--- config.mk ---
export PLATFORM = sky130hd
export DESIGN_NAME = hazard_ctrl
export DESIGN_NICKNAME = d
export VERILOG_FILES = /design/src/rtl/hazard_pkg.sv /design/src/rtl/hazard_ctrl_forward_sel.sv /design/src/rtl/hazard_ctrl.sv
export SDC_FILE = /design/constraint.sdc
export NUM_CORES = 1
export LEC_CHECK = 0
export ABC_AREA = 1
export BUFFER_PORTS_ARGS = -buffer_cell sky130_fd_sc_hd__buf_2
export CAP_MARGIN = 25
export CORE_MARGIN = 1
export CORE_UTILIZATION = 30
export DETAILED_ROUTE_END_ITERATION = 10
export SYNTH_ARGS = -nofsm -noshare
export SYNTH_HDL_FRONTEND = slang
export SYNTH_HIERARCHICAL = 1
export SYNTH_SLANG_ARGS = --single-unit
--- constraint.sdc ---
create_clock -name clk -period 1.9 [get_ports clk]
set_input_delay 0.38 -clock clk [delete_from_list [all_inputs] [get_ports clk]]
set_output_delay 0.38 -clock clk [all_outputs]
set_load 0.01 [all_outputs]
--- src/rtl/hazard_pkg.sv ---
`default_nettype none
// ============================================================================
//  Module      : hazard_pkg
//  Description : Shared types and encodings for the pipeline hazard unit.
//  Revision    : 1.0 - initial release
// ============================================================================
package hazard_pkg;

    // Data-memory access sequencer states
    typedef enum logic [1:0] {
        IDLE  = 2'd0,
        WAIT  = 2'd1,
        FAULT = 2'd2
    } mem_state_t;

    // result_srcE encoding for an instruction whose result comes from a load
    localparam logic [1:0] RESULT_SRC_MEM = 2'b01;

    // Execute-stage forwarding mux selects
    localparam logic [1:0] FWD_RF = 2'b00;
    localparam logic [1:0] FWD_W  = 2'b01;
    localparam logic [1:0] FWD_M  = 2'b10;

endpackage
`default_nettype wire

--- src/rtl/hazard_ctrl_forward_sel.sv ---
`default_nettype none
// ============================================================================
//  Module      : forward_sel
//  Description : Forwarding select for one Execute-stage source operand.
//                The Memory-stage result is younger, so it wins over Writeback.
//  Revision    : 1.0 - initial release
// ============================================================================
module forward_sel
    import hazard_pkg::*;
(
    input  logic [4:0] rsE,
    input  logic [4:0] rdM,
    input  logic [4:0] rdW,
    input  logic       reg_writeM,
    input  logic       reg_writeW,
    output logic [1:0] fwd
);

    logic w_hitM;
    logic w_hitW;

    // x0 is hardwired to zero, so a write to it never produces a forward
    assign w_hitM = reg_writeM && (rdM != 5'd0) && (rdM == rsE);
    assign w_hitW = reg_writeW && (rdW != 5'd0) && (rdW == rsE);

    // Priority select: M result, then W result, then register file
    always_comb begin
        fwd = FWD_RF;
        if (w_hitM) begin
            fwd = FWD_M;
        end else if (w_hitW) begin
            fwd = FWD_W;
        end
    end

endmodule
`default_nettype wire

--- src/rtl/hazard_ctrl.sv ---
`default_nettype none
// ============================================================================
//  Module      : hazard_ctrl
//  Description : Stall/flush/forward control for the 5-stage core, plus the
//                data-memory request sequencer with timeout and saturating
//                stall/flush performance counters.
//  Revision    : 1.0 - initial release
// ============================================================================
module hazard_ctrl
    import hazard_pkg::*;
#(
    parameter int TIMEOUT = 64,
    parameter int CNT_W   = 32
) (
    input  logic             clk,
    input  logic             rst,
    input  logic [4:0]       rs1D,
    input  logic [4:0]       rs2D,
    input  logic [4:0]       rs1E,
    input  logic [4:0]       rs2E,
    input  logic [4:0]       rdE,
    input  logic [4:0]       rdM,
    input  logic [4:0]       rdW,
    input  logic             reg_writeM,
    input  logic             reg_writeW,
    input  logic [1:0]       result_srcE,
    input  logic             pc_srcE,
    input  logic             mem_reqM,
    input  logic             dmem_ready,
    output logic             dmem_req,
    output logic [1:0]       forwardAE,
    output logic [1:0]       forwardBE,
    output logic             stallF,
    output logic             stallD,
    output logic             stallE,
    output logic             stallM,
    output logic             flushD,
    output logic             flushE,
    output logic             flushW,
    output logic             mem_fault,
    output logic [CNT_W-1:0] stall_cycles,
    output logic [CNT_W-1:0] flush_cycles
);

    // Wait counter must be able to hold the value TIMEOUT itself
    localparam int                  c_WAIT_W      = $clog2(TIMEOUT + 1);
    localparam logic [c_WAIT_W-1:0] c_TIMEOUT_CNT = c_WAIT_W'(TIMEOUT);
    localparam logic [c_WAIT_W-1:0] c_CNT_ONE     = c_WAIT_W'(1);

    mem_state_t          r_state;
    mem_state_t          w_stateNext;
    logic [c_WAIT_W-1:0] r_waitCnt;
    logic [c_WAIT_W-1:0] w_waitCntNext;
    logic                w_memStall;
    logic                w_memReq;
    logic                w_lwStall;
    logic [CNT_W-1:0]    r_stallCycles;
    logic [CNT_W-1:0]    r_flushCycles;

    forward_sel u_fwdA (
        .rsE        (rs1E),
        .rdM        (rdM),
        .rdW        (rdW),
        .reg_writeM (reg_writeM),
        .reg_writeW (reg_writeW),
        .fwd        (forwardAE)
    );

    forward_sel u_fwdB (
        .rsE        (rs2E),
        .rdM        (rdM),
        .rdW        (rdW),
        .reg_writeM (reg_writeM),
        .reg_writeW (reg_writeW),
        .fwd        (forwardBE)
    );

    // A load in E whose destination is read by the instruction in D
    assign w_lwStall = (result_srcE == RESULT_SRC_MEM) && (rdE != 5'd0) &&
                       ((rdE == rs1D) || (rdE == rs2D));

    assign mem_fault = (r_state == FAULT);

    // Memory sequencer state and wait counter
    always_ff @(posedge clk) begin
        if (rst) begin
            r_state   <= IDLE;
            r_waitCnt <= '0;
        end else begin
            r_state   <= w_stateNext;
            r_waitCnt <= w_waitCntNext;
        end
    end

    // Memory sequencer next state, request and stall
    always_comb begin
        w_stateNext   = r_state;
        w_waitCntNext = r_waitCnt;
        w_memStall    = 1'b0;
        w_memReq      = 1'b0;
        case (r_state)
            IDLE: begin
                w_memReq = mem_reqM;
                if (mem_reqM && !dmem_ready) begin
                    w_memStall    = 1'b1;
                    w_stateNext   = WAIT;
                    w_waitCntNext = c_CNT_ONE;
                end
            end
            WAIT: begin
                w_memReq = 1'b1;
                if (dmem_ready) begin
                    w_stateNext = IDLE;
                end else begin
                    w_memStall = 1'b1;
                    if (r_waitCnt == c_TIMEOUT_CNT) begin
                        w_stateNext = FAULT;
                    end else begin
                        w_waitCntNext = r_waitCnt + c_CNT_ONE;
                    end
                end
            end
            FAULT: begin
                // Request dropped; pipeline frozen until reset
                w_memStall = 1'b1;
            end
            default: begin
                w_stateNext = IDLE;
            end
        endcase
    end

    // Prioritised stall/flush outputs: reset, memory, branch, load-use
    always_comb begin
        dmem_req = w_memReq;
        stallF   = 1'b0;
        stallD   = 1'b0;
        stallE   = 1'b0;
        stallM   = 1'b0;
        flushD   = 1'b0;
        flushE   = 1'b0;
        flushW   = 1'b0;
        if (rst) begin
            dmem_req = 1'b0;
            flushD   = 1'b1;
            flushE   = 1'b1;
            flushW   = 1'b1;
        end else if (w_memStall) begin
            // Freeze everything up to M; W gets a bubble so nothing retires twice
            stallF = 1'b1;
            stallD = 1'b1;
            stallE = 1'b1;
            stallM = 1'b1;
            flushW = 1'b1;
        end else if (pc_srcE) begin
            // D holds a wrong-path instruction, so a pending load-use is moot
            flushD = 1'b1;
            flushE = 1'b1;
        end else if (w_lwStall) begin
            stallF = 1'b1;
            stallD = 1'b1;
            flushE = 1'b1;
        end
    end

    // Saturating performance counters
    always_ff @(posedge clk) begin
        if (rst) begin
            r_stallCycles <= '0;
            r_flushCycles <= '0;
        end else begin
            if (stallF && (r_stallCycles != '1)) begin
                r_stallCycles <= r_stallCycles + 1'b1;
            end
            if (flushE && (r_flushCycles != '1)) begin
                r_flushCycles <= r_flushCycles + 1'b1;
            end
        end
    end

    assign stall_cycles = r_stallCycles;
    assign flush_cycles = r_flushCycles;

endmodule
`default_nettype wire

# == Word-level counts from Yosys, hierarchy flattened ==
# Index checks and enable logic that the tools add are counted.
# totals
regBits,73
inputBits,44
out_inout_bits,77
# op_classes
add_sub_neg,3
n_eq_ne,16
n_mux,30
bitwise_logic,1
n_reduce_logical,20
# ops
operator,count
$add 32x1->32 const B,2
$ne 32x32->1 const B,2
$eq 5x5->1,6
$mux 7,3
$mux 1,18
$reduce_bool 5->1,3
$pmux 7 s2,1
$logic_and 1x1->1,11
$mux 2,5
$add 7x1->7 const B,1
$eq 7x7->1 const B,1
$ne 2x2->1 const B,3
$pmux 2 s3,1
$eq 2x1->1 const B,2
$reduce_and 4->1,1
$ne 3x3->1 const B,1
$pmux 1 s3,1
$reduce_and 3->1,1
$eq 2x2->1 const B,1
$logic_not 2->1,1
$pmux 1 s2,1
$reduce_bool 2->1,1
$logic_not 1->1,1
$logic_or 1x1->1,1
$not 1->1,1

# == Logic depth before layout (Yosys ltp) ==
# logic_depth
ltp_word,8
ltp_mapped,12
depth_no_buf,11

# == Cells and area by module ==
# The synthesis kept the hierarchy.
# by_module_without_submodules
module,n_inst,cells_each,area_each_um2,seq_area_each_um2
hazard_ctrl,1,793,4832.1,1461.4
forward_sel,2,51,221.5,0.0

# == Worst setup path after synthesis ==
# OpenSTA, ideal clock, no wires.
# synth_timing
kind,in2out
startpoint,input dmem_ready
endpoint,output stallF
arrival_ns,1.608
t_required_ns,1.520
setup_slack_ns,-0.088
cell_stages,8
n_path_buf,2
cell_sequence,or2_1 > nor2_1 > nor2_1 > nor2_1 > inv_1 > nand2_2 > buf_2 > buf_4
# synth_between
elab_chain_len,6
word_cells_on_any_way,7
cone_classes,5 x mux; 2 x reduce/logical
# synth_rtl
item,line,rtl
"start, declared",hazard_ctrl.sv:29,"input logic dmem_ready,"
$logic_not 1->1,hazard_ctrl.sv:104,if (mem_reqM && !dmem_ready) begin
$logic_and 1x1->1,hazard_ctrl.sv:104,
$mux 1,hazard_ctrl.sv:104,
$pmux 1 s3 *,hazard_ctrl.sv:101,case (r_state)
$mux 1 * (2 in a row),-,
"end, declared",hazard_ctrl.sv:33,"output logic stallF,"
# Mark *: on every way between the ends. The rest lies on a longest branch, timed or not.

# == Final worst setup path ==
# layout_timing
startpoint,register r_state[1]
endpoint,output stallF
# layout_between
elab_chain_len,4
word_cells_on_any_way,6
cone_classes,2 x eq/ne; 3 x mux; 1 x reduce/logical
# layout_rtl
item,line,rtl
"start, declared",hazard_ctrl.sv:50,mem_state_t r_state;
"start signal, assigned",hazard_ctrl.sv:90,r_state <= w_stateNext;
"$eq 2x2->1, or another cell as far along",hazard_ctrl.sv:101,
$pmux 1 s3 *,hazard_ctrl.sv:101,
$mux 1 *,hazard_ctrl.sv:148,end else if (w_memStall) begin
$mux 1 *,hazard_ctrl.sv:143,if (rst) begin
# Marked as above.

==> results.json <==
{
  "r2r_slack_ns": 0.06,
  "hold_viol_final": 0,
  "synth_top_cell_area_share_pct": 27.70,
  "ir_worst_vdd_v": 0.0003934,
  "core_um2": 17240,
  "fill_cells": 1843,
  "critPathSlowestCell": "dfxtp_2",
  "slew_headroom_pct": 70.19,
  "finalCritPeriodShare_pct": 99.63,
  "rows": 48,
  "cts_buffers": 9,
  "first_pass_iters": 6,
  "synth.avg_cell_area_um2": 5.894,
  "first_global_vias": 5544,
  "min-delay-start": "r_waitCnt[6]",
  "grt.busiest_layer": "met2",
  "leakage_nw": 3.148,
  "path_cells": "or2_4 -> nor2_4 -> nor2_4 -> nor2_4 -> inv_2 -> nand2_4 -> buf_6",
  "max_cap_viol_count": 0,
  "path_class": "reg -> out",
  "post_drt_wl_per_cell_um": 13.06,
  "critPathCaptureType": "primary output",
  "htreeDepth": 3,
  "syn-num-nets": 943,
  "cts.hold.buffers_added": 0,
  "place_hpwl_mm": 12.54,
  "synth_cell_types": 31,
  "final_layout_size_suffix_gt1_share_pct": 24.30,
  "die_h_um": 134.6,
  "min_period_ns": 1.893,
  "rsz0062_at_grt": "true",
  "p_per_area_nw_per_um2": 514.6,
  "viasPerCell": 4.766,
  "port_buffers": 120,
  "synth-seq-cells": 73,
  "ios": 121,
  "max_clock_freq_ghz": 0.5283,
  "hold_path_class": "reg -> reg",
  "ys.warnings.count": 6,
  "synth_area_leaders": "dfxtp_1, nand2_1, nand3_1",
  "drt_iter0_markers": 453,
  "r2r-start": "flush_cycles[13]",
  "synthCells": 895,
  "ant_nets": 0,
  "yosys.area.top_type": "dfxtp_1",
  "hold_end": "r_waitCnt[6]",
  "grt_remaining_overflow": 0,
  "die_x_um": 134.6,
  "power_w": 0.003622,
  "stdcell_count": 1295,
  "antenna_cells": 0,
  "gp_congestion": 0.9408,
  "final.setup.worst_slack_ns": 0.007091,
  "area_growth_pct": 33.44,
  "root_buffer": "clkbuf_16",
  "synth_edf_count": 0,
  "path_common_cell": "nor2_4",
  "die_area_um2": 18120,
  "start_util_pct": 30.60,
  "nets": 1113,
  "grt_max_degree": 38,
  "status": "complete, no violations",
  "finalSetupViolCount": 0,
  "cts.clk_slew.worst_paths_ns": 0.06,
  "min_delay_path_depth": 2,
  "cts_buffer_depth": 2,
  "rr_worst_depth": 7,
  "cp-startpoint": "r_state[1]",
  "path_max_fanout": 4,
  "synthMostInstantiatedCell": "nand2_1",
  "final.setup_skew_ns": 0.008805,
  "grt_antenna_before_repair": 0,
  "grt_usage_pct": 18.08,
  "use_met1_pct": 25.16,
  "place_ws_ns": -0.001162,
  "num_vias": 6172,
  "worstReg2RegEnd": "flush_cycles[11]",
  "clk_latency_ns": 0.34,
  "synth_area_um2": 5275,
  "ys_top_cells_by_count": "nand2_1, nor2_1, nand3_1",
  "arrival_ns": 1.51,
  "startpoint_type": "flop",
  "grtUsageMet2_pct": 28.90,
  "finalMaxSlewViolations": 0,
  "clkSinkCount": 73,
  "synthFlopType": "dfxtp_1",
  "synth-async-reset-ratio_pct": 0,
  "grt_pass1_wl_mm": 26.37,
  "cp.required_ns": 1.52,
  "met3_usage_pct": 2.515,
  "dp_cells": 1264,
  "slowest_delay_ns": 0.33,
  "tritoncts": "built",
  "wl_mm": 16.91,
  "worst_pin_slew_ns": 0.4472,
  "drc": 0,
  "synth_seq_area_share_pct": 27.70
}
-- power by group --
group	internal, W	total, W	switching, W	leakage [nW]
logic	0.000197	0.000459	0.000262	2.41
clock network	0.000950	0.00161	0.000658	0.139
registers	0.00154	0.00155	0.0000122	0.594
total	0.00269	0.00362	0.000932	3.15
-- kinds of logic (layout without fill, tap and decap cells) --
group,count (synthesis),in the layout,synth area share (%)
AND/OR/NAND/NOR,567,567,46.11
buffers and inverters,123,298,9.796
AO/OA/AOI/OAI,85,85,8.302
flip-flops,73,73,27.70
XOR/XNOR,43,43,7.140
adder cells (fa/ha/maj),4,4,0.9488
-- critical path: cells and delay by family, from the launching register on --
kind	cells	cell delay [ns]
DFF	1	0.33
buffers and inverters	2	0.16
and+or+nand+nor	5	0.69
-- cell type report --
type / count / area [um^2] / area share [%]
Timing Repair Buffer: 189 / 1230 / 17.47
Inverter: 93 / 351.6 / 4.995
Sequential cell: 73 / 1476 / 20.97
Clock inverter: 3 / 15.01 / 0.2133
Multi-Input combinational cell: 699 / 3425 / 48.65
Tap cell: 225 / 281.5 / 3.999
Clock buffer: 13 / 260.3 / 3.697
-- cells in the final DEF (no fill, tap or decap), types with 2 or more instances in the layout --
cell type	n
a21boi_0	2
a21oi_1	68
a21oi_2	3
buf_12	2
buf_2	117
buf_4	61
buf_6	5
clkbuf_1	2
clkbuf_16	12
clkbuf_8	2
clkinv_2	3
dfxtp_1	61
dfxtp_2	12
ha_1	3
inv_1	85
inv_2	7
nand2_1	293
nand2_2	8
nand2_4	2
nand3_1	94
nand3_2	2
nand3b_1	12
nand4_1	10
nor2_1	104
nor2_2	7
nor2_4	6
nor3_1	20
nor3_4	2
nor4_1	2
o21ai_0	8
xnor2_1	15
xor2_1	28
-- state kept, by name (all words and copies together), names as in the netlist --
register / flops
flush_cycles: 32
stall_cycles: 32
r_waitCnt: 7
r_state: 2
-- timing repair --
item / CTS / global route
buffers inserted: 9 / 3
cloned: 0 / 3
pin swaps: 3 / 11
setup endpoints to repair: 4 / 75
gates resized for setup: 8 / 44
-- routing by layer --
| layer | part of all wire [%] | up-vias | routed length, um |
|---|---|---|---|
| met5 | 0 | - | 0 |
| met4 | 1.3 | 0 | 223 |
| li1 | - | 3176 | - |
| met3 | 5.5 | 18 | 922 |
| met1 | 48 | 2808 | 8097 |
| met2 | 45 | 170 | 7670 |
-- worst max-delay path by stage --
stage	end	slack [ns]	depth (start not counted)
global placement	stallD	0.04	8
floorplan	flush_cycles[14]	0.03	9
global route	flush_cycles[4]	-0.06	10
CTS	flushE	-0.01	6
finish	stallF	0.007	7
detailed placement	stall_cycles[25]	-0.001	10
-- per-stage QoR --
stage / setup TNS (ns) / hold WS [ns] / util (%) / instance area [um^2]
2_1_floorplan: 0 / 0.4453 / - / 5280
3_3_place_gp: 0 / 0.4536 / 37.26 / 6422
3_5_place_dp: -0.001162 / 0.4570 / 37.26 / 6422
4_1_cts: -0.02669 / 0.4653 / 39.45 / 6799
5_1_grt: -1.100 / 0.5122 / 40.84 / 7039
6_report: 0 / 0.4660 / 40.84 / 7039
No activity file was read; power rests on OpenSTA's default activity.
